$ cat config.mk
export PLATFORM = sky130hd
export DESIGN_NAME = ppi_mode_controller
export DESIGN_NICKNAME = d
export VERILOG_FILES = /design/src/rtl/ppi_mode_controller.sv
export SDC_FILE = /design/constraint.sdc
export NUM_CORES = 1
export LEC_CHECK = 0
export ABC_AREA = 1
export CAP_MARGIN = 30
export CORE_MARGIN = 3
export CORE_UTILIZATION = 40
export DETAILED_ROUTE_END_ITERATION = 8
export HOLD_SLACK_MARGIN = 0.12
export PLACE_DENSITY = 0.72
export SYNTH_ARGS = -nofsm -noshare
export SYNTH_HDL_FRONTEND = slang
export SYNTH_SLANG_ARGS = --single-unit
$ cat constraint.sdc
create_clock -name Clk -period 1.34 [get_ports Clk]
set_input_delay 0.134 -clock Clk [delete_from_list [all_inputs] [get_ports Clk]]
set_output_delay 0.134 -clock Clk [all_outputs]
set_load 0.005 [all_outputs]
$ cat src/rtl/ppi_mode_controller.sv
// PPI mode/handshake sequencer: commits control-word writes, drives port direction
// and strobe controls, and runs the port A mode-1 strobed handshake.
module ppi_mode_controller #(
    parameter logic [7:0] CTRL_RESET = 8'h9B,
    parameter logic [7:0] PC_RESET   = 8'h00
) (
    input  logic       Clk,
    input  logic       Reset,
    input  logic       CS_n,
    input  logic       RD_n,
    input  logic       WR_n,
    input  logic [1:0] A,
    input  logic [7:0] D_in,
    input  logic       STB_A_n,
    input  logic       ACK_A_n,
    output logic [7:0] ctrl_word,
    output logic       mode_A,
    output logic       dir_A,
    output logic       dir_B,
    output logic       dir_C_up,
    output logic       dir_C_lo,
    output logic [7:0] pc_oe,
    output logic [7:0] pc_out,
    output logic       wr_A,
    output logic       wr_B,
    output logic       wr_C,
    output logic       latch_A,
    output logic       data_bus_drive,
    output logic       IBF_A,
    output logic       INTR_A,
    output logic       OBF_A_n
);

    typedef enum logic [1:0] {IN_EMPTY, IN_FULL, OUT_EMPTY, OUT_FULL} pa_state_t;

    pa_state_t  state_q, state_d;
    logic [7:0] ctrl_q, ctrl_d, pc_q, pc_d;
    logic       inte_q, inte_d, ibf_q, ibf_d, intr_q, intr_d, obf_n_q, obf_n_d;
    logic       wr_a_q, wr_a_d, wr_b_q, wr_b_d, wr_c_q, wr_c_d, latch_q, latch_d;
    logic       rd_q, wr_q, stb_q, ack_q;

    logic       sel, wr_commit, rd_start_a, rd_end_a;
    logic       stb_fall, stb_rise, ack_fall, ack_rise;
    logic       m1_in, m1_out;

    // RD_n and WR_n low together never qualify an access
    assign sel        = !CS_n;
    assign wr_commit  = sel && !wr_q && WR_n && RD_n;
    assign rd_start_a = sel && rd_q && !RD_n && WR_n && (A == 2'b00);
    assign rd_end_a   = sel && !rd_q && RD_n && WR_n && (A == 2'b00);
    assign stb_fall   = stb_q && !STB_A_n;
    assign stb_rise   = !stb_q && STB_A_n;
    assign ack_fall   = ack_q && !ACK_A_n;
    assign ack_rise   = !ack_q && ACK_A_n;

    assign m1_in  = ctrl_q[5] && ctrl_q[4];
    assign m1_out = ctrl_q[5] && !ctrl_q[4];

    always_comb begin
        state_d = state_q;
        ctrl_d  = ctrl_q;
        pc_d    = pc_q;
        inte_d  = inte_q;
        ibf_d   = ibf_q;
        intr_d  = intr_q;
        obf_n_d = obf_n_q;
        wr_a_d  = 1'b0;
        wr_b_d  = 1'b0;
        wr_c_d  = 1'b0;
        latch_d = 1'b0;

        if (wr_commit && A == 2'b11 && D_in[7]) begin
            ctrl_d  = D_in;
            pc_d    = PC_RESET;
            inte_d  = 1'b0;
            ibf_d   = 1'b0;
            intr_d  = 1'b0;
            obf_n_d = 1'b1;
            state_d = D_in[4] ? IN_EMPTY : OUT_EMPTY;
        end else begin
            if (wr_commit) begin
                case (A)
                    2'b00: wr_a_d = 1'b1;
                    2'b01: wr_b_d = 1'b1;
                    2'b10: begin
                        wr_c_d = 1'b1;
                        pc_d   = D_in;
                    end
                    default: begin
                        // Handshake-driven bits keep their latch value; INTE bit also updates the latch
                        if (!((m1_in  && (D_in[3:1] == 3'd3 || D_in[3:1] == 3'd5)) ||
                              (m1_out && (D_in[3:1] == 3'd3 || D_in[3:1] == 3'd7))))
                            pc_d[D_in[3:1]] = D_in[0];
                        if ((m1_in && D_in[3:1] == 3'd4) || (m1_out && D_in[3:1] == 3'd6))
                            inte_d = D_in[0];
                    end
                endcase
            end

            if (m1_in) begin
                if (rd_start_a) intr_d = 1'b0;
                if (stb_rise && state_q == IN_FULL && inte_q) intr_d = 1'b1;
                if (rd_end_a) begin
                    ibf_d   = 1'b0;
                    state_d = IN_EMPTY;
                end
                if (stb_fall) begin
                    latch_d = 1'b1;
                    ibf_d   = 1'b1;
                    state_d = IN_FULL;
                end
            end else if (m1_out) begin
                if (ack_fall) obf_n_d = 1'b1;
                if (ack_rise && obf_n_q && inte_q) begin
                    intr_d  = 1'b1;
                    state_d = OUT_EMPTY;
                end
                if (wr_commit && A == 2'b00) begin
                    obf_n_d = 1'b0;
                    intr_d  = 1'b0;
                    state_d = OUT_FULL;
                end
            end else begin
                ibf_d   = 1'b0;
                intr_d  = 1'b0;
                obf_n_d = 1'b1;
                state_d = ctrl_q[4] ? IN_EMPTY : OUT_EMPTY;
            end
        end
    end

    always_ff @(posedge Clk) begin
        if (Reset) begin
            state_q <= IN_EMPTY;
            ctrl_q  <= CTRL_RESET;
            pc_q    <= PC_RESET;
            inte_q  <= 1'b0;
            ibf_q   <= 1'b0;
            intr_q  <= 1'b0;
            obf_n_q <= 1'b1;
            wr_a_q  <= 1'b0;
            wr_b_q  <= 1'b0;
            wr_c_q  <= 1'b0;
            latch_q <= 1'b0;
            rd_q    <= 1'b1;
            wr_q    <= 1'b1;
            stb_q   <= 1'b1;
            ack_q   <= 1'b1;
        end else begin
            state_q <= state_d;
            ctrl_q  <= ctrl_d;
            pc_q    <= pc_d;
            inte_q  <= inte_d;
            ibf_q   <= ibf_d;
            intr_q  <= intr_d;
            obf_n_q <= obf_n_d;
            wr_a_q  <= wr_a_d;
            wr_b_q  <= wr_b_d;
            wr_c_q  <= wr_c_d;
            latch_q <= latch_d;
            rd_q    <= RD_n;
            wr_q    <= WR_n;
            stb_q   <= STB_A_n;
            ack_q   <= ACK_A_n;
        end
    end

    always_comb begin
        pc_out = pc_q;
        pc_oe  = {{4{!ctrl_q[3]}}, {4{!ctrl_q[0]}}};
        if (m1_in) begin
            pc_out[3] = intr_q;
            pc_out[5] = ibf_q;
            pc_oe[3]  = 1'b1;
            pc_oe[5]  = 1'b1;
            pc_oe[4]  = 1'b0;
        end else if (m1_out) begin
            pc_out[3] = intr_q;
            pc_out[7] = obf_n_q;
            pc_oe[3]  = 1'b1;
            pc_oe[7]  = 1'b1;
            pc_oe[6]  = 1'b0;
        end
    end

    assign ctrl_word      = ctrl_q;
    assign mode_A         = ctrl_q[5];
    assign dir_A          = ctrl_q[4];
    assign dir_C_up       = ctrl_q[3];
    assign dir_B          = ctrl_q[1];
    assign dir_C_lo       = ctrl_q[0];
    assign wr_A           = wr_a_q;
    assign wr_B           = wr_b_q;
    assign wr_C           = wr_c_q;
    assign latch_A        = latch_q;
    assign IBF_A          = ibf_q;
    assign INTR_A         = intr_q;
    assign OBF_A_n        = obf_n_q;
    assign data_bus_drive = !CS_n && !RD_n && WR_n && (A != 2'b11);

endmodule
# Word-level counts from Yosys, hierarchy flattened
# Cells that the tools add are included.
# word_totals
elab_cells	139
in_bits	17
reg_bits	30
# op_classes
bitwise	4
n_reduce_logical	59
n_eq_ne	18
n_mux	41
magnitude_cmp	2
# ops
cell	n
logical AND 1 bit	32
two-way mux 1 bit	25
two-way mux 2 bit	12
case mux 8 bit (2 select lines)	1
equality test 3 bit, second input constant	4
zero test 1 bit	11
OR reduction 3 bit	3
bitwise mux 8 bit	1
two-way mux 8 bit	1
AND reduction 2 bit	4
!= test 3 x 2 -> 1 bit, second input constant	2
AND reduction 3 bit	2
!= test 5 x 2 -> 1 bit, second input constant	1
equality test 2 x 1 -> 1 bit, second input constant	2
equality test 2 bit, second input constant	2
logical OR 1 bit	4
< comparator 3 x 4 -> 1 bit, second input constant	1
!= test 2 bit, second input constant	2
!= test 4 x 2 -> 1 bit, second input constant	1
!= test 4 x 3 -> 1 bit, second input constant	1
NOT 1 bit	4
OR reduction 2 bit	2
demux 1 bit (select 3 bit)	1
equality test 3 x 2 -> 1 bit, second input constant	1
other kinds (4)	4

# Logic depth before layout (Yosys ltp)
# depth
word_depth	9
ltp_mapped	12

# Worst setup path after synthesis
# OpenSTA, ideal clock, no wires.
# synth_path
path_kind	register to register
from	reg ctrl_q[5] (netlist: ctrl_word[5])
to	reg pc_q[2]
t_arrival_ps	1199
required_ps	1230
stages_incl_launch_ff	11
setup_slack_ps	31
setup_ps	110
period_less_slack_ps	1309
cell_sequence	dfxtp_1 inv_2 nor2_4 nand3_2 nand2_1 nand2_2 buf_6 nand3_1 nand2_1 inv_1 nor2_2
# synth_via
elab_chain_cells	5
# synth_lines
element	line_no	text
start, declared	37	logic [7:0] ctrl_q, ctrl_d, pc_q, pc_d;
start signal, assigned	151	ctrl_q <= ctrl_d;
logical AND 1 bit (on tied branches)	56, 57	
logical AND 1 bit (on tied branches)	91, 92	
logical OR 1 bit (*)	91	if (!((m1_in && (D_in[3:1] == 3'd3 || D_in[3:1] == 3'd5)) ||
!= test 2 x 1 -> 1 bit (no source line) (*)	n/a	
AND reduction 3 bit (no source line) (*)	n/a	
end signal, assigned	152	pc_q <= pc_d;
end, declared	37	
# Every way passes the cells marked *; elsewhere a longest branch is shown, timed or not.
# A chain may end at the register's enable or synchronous reset.

# Final worst setup path
# layout_path
from	reg ctrl_q[5] (netlist: ctrl_word[5])
to	reg pc_q[6]
# Same word-level chain as after synthesis.

==> run_results.csv <==
group,metric,value,unit
placed_design,place_congestion,0.856,
synthesis,synth_area,1750,um2
critical_path,worstSetupPathType,"register to register",
sta,hold_viol_final,0,
global_routing,antenna_found_initial,0,
synthesis,yosysWarnings,0,
sta,tightest_slew,0.358,ns
finish,fin_util,67.4,%
finish,final_cells,411,
clocking,clock_latency,0.29,ns
synthesis,synth_seq_area_share,34.4,%
detailed_routing,drt-vias-per-instance,4.87,
synthesis,synthTopCellsByCount,"nand2_1 (64), inv_1 (39), nor2_1 (34)",
critical_path,crit_fanout,7,
synthesis,synth_area_leader_cell,"dfxtp_1",
finish,n_antenna_cell,0,
synthesis,synth_fp_nets,288,
min_path,hold_path_class,"input pin to register",
synthesis,async_reset_ff_share,0,%
global_routing,gr-usage-all-layers,21.0,%
critical_path,required,1.53,ns
finish,post_route_cells_drive_above_1_share,31.0,%
global_routing,grt_pass1_wl,8520,um
pwr,clockPowerShare,38.9,%
synthesis,synth_xor_area_share,0,%
floorplanning,num_io_pins,54,
floorplanning,die-width,72.1,um
sta,tns,0,ns
flow_run,maxCapViolCount,0,
sta,max_freq,747,MHz
synthesis,synth_top_family_by_area,"simple AND/OR/NAND/NOR gates",
pwr,p_sw_share,25.8,%
detailed_routing,vias,2003,
detailed_routing,ant_nets,0,
placed_design,dp_hpwl,3860,um
global_routing,grt_max_degree,15,
clocking,root_buffer,"clkbuf_8",
detailed_routing,dr.pass1.iters,4,
floorplanning,start_util,42.4,%
detailed_routing,drc_errors,0,
sta,hold_slack,0.245,ns
synthesis,synth-simple-area-share,40.1,%
synthesis,synthAdderAreaFrac,0,%
clocking,cts_inserted_buffers,5,
sta,clock_skew,0.00426,ns
sta,setup_viol,0,
clocking,cts_tree,"done",
synthesis,avgSynthCellArea,6.44,um2
floorplanning,die_area,5190,um2
finish,finalNetCount,377,
synthesis,synth_ff_type,"dfxtp_1",
sta,fin_crit,1.34,ns
placed_design,portBuffers,53,
sta,maxSlewViolCount,0,
clocking,clk_pin_slew_worst_paths,0.06,ns
synthesis,synth_seq_cells,30,
floorplanning,die_h,72.1,um
clocking,clock_sinks,30,
clocking,htree_levels,2,
pwr,power_density,701,nW/um2
clocking,ctsHoldBuffers,0,
critical_path,start_kind,"register",
synthesis,synth_top_area_share,34.4,%
critical_path,cp-end-kind,"register",
synthesis,synth-edff-count,0,
pwr,pwr-share-seq,46.3,%
pwr,p_switching,502,uW
critical_path,crit_arrival,1.53,ns
detailed_routing,first_iter_violations,127,
finish,area_growth,58.9,%
global_routing,grt_pass1_vias,1929,
placed_design,placedCellCount,398,
synthesis,synth_compound_area_share,7.17,%
placed_design,placed_area,2530,um2
synthesis,synthMuxAreaShare,0,%
synthesis,yosysUniqueCellTypes,24,
clocking,cts_buffer_depth,2,
pwr,p_leak,1.36,nW
detailed_routing,post_drt_wl_per_cell,12.9,um
pwr,vdd_ir_drop_max,353,uV
floorplanning,fp-row-count,23,
detailed_routing,drt-total-wl,5300,um
synthesis,yosys-top-cells-area,"dfxtp_1 (34%), nand2_1 (14%), inv_1 (8.4%), nand3_1 (7.7%), nor2_1 (7.3%)",
status,outcome,"complete, no violations",
pwr,p_int,1.44,mW
synthesis,synth.most_common_cell,"nand2_1",
floorplanning,core,4120,um2
pwr,combPwrFrac,14.8,%
finish,stdcell_area,2770,um2
sta,rsz0062_at_grt,"yes",
sta,relSlewSlack,76.1,%
sta,final.period_utilization,100,%
global_routing,grt.overflow.total,0,
synthesis,syn_inst,271,
## cell type report
| cell class | instances | area [um2] |
|---|---|---|
| clock inverter | 1 | 5.00 |
| multi-input combinational | 178 | 958 |
| inverter | 44 | 168 |
| sequential | 30 | 616 |
| timing repair buffer | 101 | 878 |
| tap | 50 | 62.6 |
| fill | 365 | 1340 |
| clock buffer | 7 | 86.3 |
## power groups by stage
stage               Combinational (mW)  Clock (mW)  Sequential [mW]
finish                           0.287       0.757            0.900
global route                     0.316       0.807            0.901
CTS                              0.273       0.774            0.900
detailed placement               0.270           0            0.925
global placement                 0.266           0            0.925
floorplan                        0.121           0            0.925
## state kept, by name, summed over array words and instances (netlist names)
signal     cells
wr_C           1
state_q        2
latch_A        1
rd_q           1
IBF_A          1
INTR_A         1
ack_q          1
inte_q         1
wr_A           1
pc_q           8
wr_B           1
ctrl_word      8
stb_q          1
OBF_A_n        1
wr_q           1
## final timing paths
path / startpoint / endpoint / slack (ns) / depth (start not counted)
worst min-delay path: RD_n / rd_q / 0.24 / 4
worst max-delay path: ctrl_word[5] / pc_q[6] / 0.0007 / 11
worst max register to register: ctrl_word[5] / pc_q[6] / 0.0007 / 11
worst min register to register: state_q[0] / state_q[0] / 0.47 / 2
## metal layers
layer / track usage (%) / vias up / part of all wire, %
li1: - / 1019 / -
met1: 24.3 / 905 / 42
met2: 36.6 / 69 / 50
met3: 5.26 / 10 / 5.9
met4: 8.98 / 0 / 1.9
met5: 0 / - / 0
## logic make-up (layout without fill, tap and decap cells)
group | after synthesis | count (layout)
AOI/OAI and AO/OA | 22 | 22
buffers and inverters | 64 | 153
DFF | 30 | 30
and+or+nand+nor | 155 | 156
## critical path, stage by stage (launching register included)
cell     delay [ns]
dfxtp_4        0.39
inv_4          0.05
nor2_4         0.09
buf_6          0.12
buf_6          0.10
nand3_4        0.06
nand2_4        0.11
nand2_8        0.09
nand3_1        0.08
nand2_1        0.06
inv_1          0.06
nor2_2         0.04
## through the flow
step / power, mW / setup WS, ns
global route: 2.02 / -0.0592
finish: 1.94 / 0.000663
detailed placement: 1.20 / -0.385
CTS: 1.95 / -0.0340
floorplan: 1.05 / 0.0314
global placement: 1.19 / -0.329
## cell usage in the layout (no fill, tap or decap)
cell type / n
inv_4: 1
clkbuf_2: 2
dlymetal6s2s_1: 2
buf_2: 5
or2_2: 2
a21oi_1: 5
nor2_1: 32
o211ai_1: 3
buf_6: 5
inv_1: 37
inv_2: 6
dfxtp_1: 24
o21ai_1: 1
clkbuf_8: 6
nand2_4: 3
dlygate4sd2_1: 11
nor3_1: 2
dfxtp_4: 3
nand3_4: 3
nand4_1: 10
clkbuf_1: 1
clkdlybuf4s50_1: 33
nand2_8: 1
dfxtp_2: 3
buf_4: 42
nand3_1: 19
a21oi_2: 2
nand2_1: 59
o31ai_2: 1
nand2_2: 5
o21ai_0: 6
o22ai_1: 2
clkinv_2: 1
nand3_2: 7
nor2_4: 2
a31oi_1: 2
nor2_2: 11
buf_12: 1
## what timing repair did
action	4_1_cts	5_1_grt
cloned	1	0
setup buffers	5	0
gates resized for setup	50	34
endpoints found under the setup margin	32	19
pin swaps	5	7
No activity file was read; power rests on OpenSTA's default activity.
